## src/rtl/nibble_serial_add_ctrl.sv

```systemverilog
// Serial wide adder: one 4-bit ripple slice reused over NIBBLES cycles, LSB nibble first.
// Optional macro SERIAL_SUB_EN adds a 'sub' port for A-B via inverted B and carry-in of 1.

module full_adder (
    input  logic a,
    input  logic b,
    input  logic cin,
    output logic s,
    output logic cout
);
    assign s    = a ^ b ^ cin;
    assign cout = (a & b) | (cin & (a ^ b));
endmodule

module nibble_serial_add_ctrl #(
    parameter int unsigned NIBBLES = 4
) (
    input  logic                   clk,
    input  logic                   rst_n,
    input  logic                   start,
    input  logic [4*NIBBLES-1:0]   a,
    input  logic [4*NIBBLES-1:0]   b,
`ifdef SERIAL_SUB_EN
    input  logic                   sub,
`endif
    output logic                   busy,
    output logic                   done,
    output logic [4*NIBBLES:0]     sum
);

    localparam int unsigned W  = 4 * NIBBLES;
    localparam int unsigned IW = (NIBBLES > 1) ? $clog2(NIBBLES) : 1;

    typedef enum logic [1:0] {
        IDLE = 2'd0,
        ADD  = 2'd1,
        DONE = 2'd2
    } state_t;

    state_t          state_q, state_d;
    logic [W-1:0]    a_q, a_d;
    logic [W-1:0]    b_q, b_d;
    logic            sub_q, sub_d;
    logic            carry_q, carry_d;
    logic [IW-1:0]   idx_q, idx_d;
    logic [W:0]      sum_q, sum_d;
    logic            busy_q, busy_d;
    logic            done_q, done_d;

    logic            sub_in_c;
    logic [3:0]      slice_a_c;
    logic [3:0]      slice_b_c;
    logic [3:0]      slice_s_c;
    logic [4:0]      slice_cy_c;

`ifdef SERIAL_SUB_EN
    assign sub_in_c = sub;
`else
    assign sub_in_c = 1'b0;
`endif

    // Current nibble of each operand; B is inverted for subtraction.
    assign slice_a_c     = a_q[4*idx_q +: 4];
    assign slice_b_c     = b_q[4*idx_q +: 4] ^ {4{sub_q}};
    assign slice_cy_c[0] = carry_q;

    // 4-bit ripple slice; carry-in comes from the inter-nibble carry register.
    for (genvar i = 0; i < 4; i++) begin : g_slice
        full_adder u_fa (
            .a    (slice_a_c[i]),
            .b    (slice_b_c[i]),
            .cin  (slice_cy_c[i]),
            .s    (slice_s_c[i]),
            .cout (slice_cy_c[i+1])
        );
    end

    // Next-state and datapath updates.
    always_comb begin
        state_d = state_q;
        a_d     = a_q;
        b_d     = b_q;
        sub_d   = sub_q;
        carry_d = carry_q;
        idx_d   = idx_q;
        sum_d   = sum_q;

        case (state_q)
            IDLE: begin
                if (start) begin
                    a_d     = a;
                    b_d     = b;
                    sub_d   = sub_in_c;
                    sum_d   = '0;
                    carry_d = sub_in_c;
                    idx_d   = '0;
                    state_d = ADD;
                end
            end
            ADD: begin
                sum_d[4*idx_q +: 4] = slice_s_c;
                carry_d             = slice_cy_c[4];
                idx_d               = idx_q + IW'(1);
                if (idx_q == IW'(NIBBLES - 1)) begin
                    sum_d[W] = slice_cy_c[4];
                    idx_d    = '0;
                    state_d  = DONE;
                end
            end
            DONE: begin
                state_d = IDLE;
            end
            default: begin
                state_d = IDLE;
            end
        endcase

        busy_d = (state_d == ADD);
        done_d = (state_d == DONE);
    end

    always_ff @(posedge clk or negedge rst_n) begin
        if (!rst_n) begin
            state_q <= IDLE;
            a_q     <= '0;
            b_q     <= '0;
            sub_q   <= 1'b0;
            carry_q <= 1'b0;
            idx_q   <= '0;
            sum_q   <= '0;
            busy_q  <= 1'b0;
            done_q  <= 1'b0;
        end else begin
            state_q <= state_d;
            a_q     <= a_d;
            b_q     <= b_d;
            sub_q   <= sub_d;
            carry_q <= carry_d;
            idx_q   <= idx_d;
            sum_q   <= sum_d;
            busy_q  <= busy_d;
            done_q  <= done_d;
        end
    end

    assign busy = busy_q;
    assign done = done_q;
    assign sum  = sum_q;

endmodule

```

## config.mk

```make
export PLATFORM = sky130hd
export DESIGN_NAME = nibble_serial_add_ctrl
export DESIGN_NICKNAME = d
export VERILOG_FILES = /design/src/rtl/nibble_serial_add_ctrl.sv
export SDC_FILE = /design/constraint.sdc
export NUM_CORES = 1
export LEC_CHECK = 0
export CAP_MARGIN = 20
export CORE_MARGIN = 5
export CORE_UTILIZATION = 50
export CTS_BUF_LIST = sky130_fd_sc_hd__clkbuf_16
export CTS_CLUSTER_DIAMETER = 200
export DETAILED_ROUTE_END_ITERATION = 16
export PLACE_DENSITY = 0.79
export SLEW_MARGIN = 5
export SYNTH_ARGS = -nofsm -noshare
export SYNTH_HDL_FRONTEND = slang
export SYNTH_SLANG_ARGS = --single-unit
```

## constraint.sdc

```tcl
create_clock -name clk -period 3.25 [get_ports clk]
set_input_delay 0.325 -clock clk [delete_from_list [all_inputs] [get_ports clk]]
set_output_delay 0.325 -clock clk [all_outputs]
set_load 0.01 [all_outputs]
```

; ---- Word level (Yosys, flattened, before mapping)
; Index checks and enable logic that the tools add are counted.
[totals]
word_cells = 55
regBits = 56
out_inout_bits = 19
input_bits = 35
[op_classes]
add_sub_neg = 2
n_mux = 12
reduce_logical = 4
shift = 4
eq_ne = 5
n_bitwise = 20
[ops]
columns = cell, n
row1 = negation 4 -> 34 bit, 1
row2 = one-hot mux 17 bit (2 select lines), 1
row3 = variable shift 4 x 34 -> 17 bit (first input constant), 1
row4 = indexed part select 4 x 34 -> 17 bit, 1
row5 = indexed part select 16 x 5 -> 4 bit, 2
row6 = bitwise mux 17 bit, 1
row7 = 2-to-1 mux 17 bit, 1
row8 = AND 1 bit, 8
row9 = 2-to-1 mux 2 bit, 4
row10 = one-hot mux 2 bit (2 select lines), 2
row11 = XOR 1 bit, 8
row12 = equality test 2 x 1 -> 1 bit (second input constant), 2
row13 = equality test 2 bit (second input constant), 2
row14 = bitwise OR 1 bit, 4
row15 = AND reduction 2 bit, 2
row16 = adder 2 x 1 -> 2 bit (second input constant), 1
row17 = zero test 2 bit, 1
row18 = 2-to-1 mux 1 bit, 2
row19 = != test 2 bit (second input constant), 1
row20 = one-hot mux 1 bit (2 select lines), 1
row21 = nonzero test 2 bit, 1

; ---- Longest topological paths before layout
[depth]
depth_word = 13
depth_mapped = 11
ltp_nobuf = 10

; ---- Hierarchy
; A second synthesis with hierarchy kept.
[hier_totals]
cells_unflattened = 169
area_unflattened_um2 = 2740.1
[by_module_without_submodules]
columns = mod, area_each_um2, cells_each, instances, seq_area_each_um2
row1 = nibble_serial_add_ctrl, 2660.1, 165, 1, 1401.3
row2 = full_adder, 20.0, 1, 4, 0.0

; ---- Worst setup path after synthesis
; OpenSTA, ideal clock, no wires.
[synth_path]
path_kind = register -> register
startpoint = register idx_q[0]
endpoint = register sum_q[15] (netlist: sum[15])
period_less_slack_ps = 2744
t_arrival_ps = 2607
path_slack_ps = 506
setup_time_ps = 137
path_stages_with_launch = 11
t_required_ps = 3113
path_buffers = 1
path_cell_list = dfrtp_1 -> buf_2 -> mux4_2 -> inv_1 -> fa_1 -> fa_1 -> inv_1 -> fa_1 -> inv_1 -> fa_1 -> o22ai_1
[synth_between]
elab_chain_len = 12
word_cells_on_any_way = 24
cone_classes = add/sub (1) / shift (4) / mux (2) / bitwise (17)
[synth_rtl]
columns = element, line_no
row1 = from (decl), 45  ; logic [IW-1:0] idx_q, idx_d;
row2 = from (signal assigned), 139  ; idx_q <= idx_d;
row3 = indexed part select 16 x 5 -> 4 bit (on tied branches), "63, 64"
row4 = XOR 1 bit, "11, 12"
row5 = AND 1 bit, 12  ; assign cout = (a & b) | (cin & (a ^ b));
row6 = bitwise OR 1 bit, 12
row7 = AND 1 bit, 12
row8 = bitwise OR 1 bit, 12
row9 = AND 1 bit, 12
row10 = bitwise OR 1 bit, 12
row11 = XOR 1 bit, 11  ; assign s = a ^ b ^ cin;
row12 = indexed part select 4 x 34 -> 17 bit, 101  ; sum_d[4*idx_q +: 4] = slice_s_c;
row13 = bitwise mux 17 bit *, 101
row14 = one-hot mux 17 bit (2 select lines) *, 88  ; case (state_q)
row15 = to (signal assigned), 140  ; sum_q <= sum_d;
row16 = to (decl), 46  ; logic [W:0] sum_q, sum_d;
; Every way passes the cells marked *; elsewhere a longest branch is shown, timed or not.
; A chain may end at the register's enable or synchronous reset.

; ---- Final worst setup path
; Same ends and word-level chain as after synthesis.

==> run summary <==
The number of DRC markers in iteration 0 was 63. The relative slew slack was 48.16%. For this design the ratio of total power to cell area is 1034 mW/mm2. Max-cap check violation count: 0.

The run gives 1.206 mW as the net switching power. The run finished with clean final reports. In this run, the clock network consumes 17.1% of the power. Global routing used 16.96% of the available tracks across all layers. The tools report the cell area after technology mapping as 0.002535 mm2.

The internal portion of the total power is 2.206 mW. The congestion estimate from routability-driven global placement came to 0.8217. For this run, the number of Yosys warnings is 0. In this run the critical register-to-register path is captured at sum[15]$_DFFE_PN0P_. The core region is 0.005010 mm2. The number of nets handed over by synthesis was 235.

The source of the worst register-to-register timing path was idx_q[0]$_DFFE_PN0P_. The cell leakage power is 1.422 nW, and the die outline height is 81.20 um. For the pin with the worst max-slew slack, the measured transition is 0.7776 ns. The detailed-router iteration count before antenna repair was 4; the final setup slack of the worst path was 0.3954 ns.

For this run, the post-layout net count is 292. STA classifies the critical path endpoint as a register. The tools report the largest net degree at the start of global routing as 37. Data on the critical path arrives at its endpoint at 3.01 ns.

The clock tree synthesis step divided the H-tree into 2 levels. The tools report the initial standard-cell utilization of the core as 50.60%. Path type of the worst min-delay path: in -> async. Number of buffer cells added on primary ports: 53. The clock passes through at most 2 buffers. The tools report the via total after detailed routing as 1648. For this run the aggregate overflow at the end of global routing stands at 0. Detailed placement finished with a half-perimeter wire length of 3743 um.

The clock period could shrink to 2.855 ns. The first global-routing pass estimated 8328 um of wire. The clock net in this run drives a total of 56 sinks. For the worst-skew pair, the clock arrives at the later sink with an insertion delay of 0.29 ns. The worst setup path is of the reg -> reg kind.

The logs give 0 for the number of setup buffers added after CTS and 0.1129 ns for the tightest hold margin. The count of final hold-check violations is 0, and the number of enable-type register cells in the synthesized netlist is 0. Timing analysis after detailed placement gives a worst setup slack of 0.4028 ns.

The average wire length per cell after detail routing was 15.30 um; the highest clock rate was 350.3 MHz. The leading cell type in the layout, fill and taps excluded is dfrtp_1. Counting distinct cell types in the post-synthesis netlist gives 27. The tree is rooted in a clkbuf_16. VDD sags by at most 496.2 uV. The share of flip-flops with an asynchronous set or reset came out at 100.0%. Wires add up to 4897 um. For the worst flop-to-flop path, the logic depth is 9.

The share of power burned in registers is 35.5%, and the total of hold buffers inserted after clock tree synthesis is 0. The floorplan step defined a die boundary enclosing 0.006593 mm2. For the number of setup violations in the final report, the log shows 0.

The top cell types in the final layout, fill and taps aside, are 56 x dfrtp_1, 52 x clkdlybuf4s50_1, 34 x inv_1. The boundary pin count came out at 54. The tools report the DRC violation count after routing as 0. Using the TritonRoute via totals, the vias-per-cell ratio works out to 5.150.

The share of total power consumed by net switching works out to 35.34%. Sequential cells were found to cover 55.28% of the synthesized design area. Of all nets on the critical path, the largest fanout is 11. STA classifies the critical path startpoint as a register.

Summing all flip-flop and latch instances after layout gives 0.001401 mm2. The area growth from synthesis to layout is 30.16%. The post-route fraction of the period consumed by the critical path was 87.83%; the number of antenna violations at the first check in global routing was 0.

TritonCTS created 5 clock buffers. Summed over all failing endpoints, the final setup total negative slack is 0 ns. TritonCTS built the clock tree.

In this run the horizontal extent of the chip is 81.20 um. The area of the multi-input gates was 967.2 um2; the required time of the critical path was 3.40 ns. The tools report the number of global-route vias before repair as 1748.

The filler cell count in the final layout was 425; the layout cell share with drive strength beyond 1 was 21.20%. Once the clock tree was built, the resizer swapped 0 gates to a different size. Counting flops and latches in the post-synthesis netlist gives 56. The number of max-slew violations in the final report was 0; the final worst clock skew was 0.003314 ns. Setup repair after global routing left no endpoint under its margin. The internal reg-to-reg setup slack was 0.40 ns. The clock slew seen by the registers of the worst setup and hold paths was 0.07 ns. Among all flip-flop cells after synthesis, the most frequent one is dfrtp_1. Counting every instance in the synthesized netlist gives 192. The mean instance size in the synthesized netlist was 13.20 um2; the total power draw was 3.412 mW.

The diode insertion count for antenna repair is 0. The share of power burned in combinational logic is 47.4%. The number of placement rows was 26. The detail route stage leaves a number of antenna-violating nets equal to 0.
## worst max-delay path by stage
stage	startpoint	to	cells past startpoint
6_report	idx_q[0]$_DFFE_PN0P_	sum[15]$_DFFE_PN0P_	9
5_1_grt	idx_q[0]$_DFFE_PN0P_	sum[15]$_DFFE_PN0P_	9
4_1_cts	idx_q[0]$_DFFE_PN0P_	sum[15]$_DFFE_PN0P_	9
3_5_place_dp	idx_q[0]$_DFFE_PN0P_	sum[15]$_DFFE_PN0P_	9
3_3_place_gp	idx_q[0]$_DFFE_PN0P_	sum[15]$_DFFE_PN0P_	9
2_1_floorplan	idx_q[0]$_DFFE_PN0P_	sum[15]$_DFFE_PN0P_	10
## registers in the layout (all words and copies together), names as in the netlist
register / count
carry_q: 1
done: 1
idx_q: 2
sum: 17
state_q: 2
busy: 1
b_q: 16
a_q: 16
## metal layers
layer  part of all wire, %  GRT usage (%)
met3                   7.0          4.656
met2                    51          28.16
met1                    41          21.73
met4                   1.3          5.068
met5                     0              0
## logic make-up after synthesis
family	Yosys count	synth area share (%)
adder cells (fa/ha/maj)	8	5.133
multiplexers	40	21.32
flip-flops	56	55.28
AO/OA/AOI/OAI	26	6.466
buffers and inverters	40	6.565
AND/OR/NAND/NOR	22	5.232
## cell usage after synthesis, types with 2 or more instances
| master | n | area, um2 |
|---|---|---|
| nand3b_1 | 2 | 15.01 |
| mux2_2 | 30 | 337.8 |
| ha_1 | 4 | 50.05 |
| a21oi_1 | 6 | 30.03 |
| mux2_1 | 2 | 22.52 |
| o2111ai_1 | 2 | 17.52 |
| mux4_2 | 8 | 180.2 |
| o22ai_1 | 16 | 100.1 |
| inv_1 | 33 | 123.9 |
| buf_2 | 4 | 20.02 |
| dfrtp_1 | 56 | 1401 |
| fa_1 | 4 | 80.08 |
| nand2b_1 | 2 | 12.51 |
| nand2_1 | 10 | 37.54 |
## metrics by stage
stage	utilization, %	cell area [um2]	std cells
4_1_cts	65.86	3299	320
6_report	65.86	3299	320
2_1_floorplan	-	2535	192
3_5_place_dp	62.59	3136	312
3_3_place_gp	62.59	3136	312
5_1_grt	65.86	3299	320
## final cells by class
type | count | area share (%)
clock inverters | 3 | 1.176
flip-flops and latches | 56 | 42.47
clock buffers | 5 | 3.792
well taps | 70 | 2.655
repair buffers | 57 | 16.84
inverters | 33 | 3.754
multi-input cells | 96 | 29.31
## critical path, stage by stage (launching register included)
cell and delay (ns):
dfrtp_1 0.54, mux4_2 0.40, inv_1 0.05, fa_1 0.40, fa_1 0.37, inv_1 0.08
fa_1 0.15, inv_1 0.05, fa_1 0.56, o22ai_1 0.11
## power by group through the flow
stage	sequential [mW]	combinational, mW	clock, mW
final	1.21	1.62	0.584
after global routing	1.26	1.80	0.631
after CTS	1.22	1.64	0.601
after detailed placement	1.22	1.63	0
after global placement	1.22	1.59	0
after floorplan	1.16	1.15	0
Note: power is estimated with default switching activity, not from simulation.
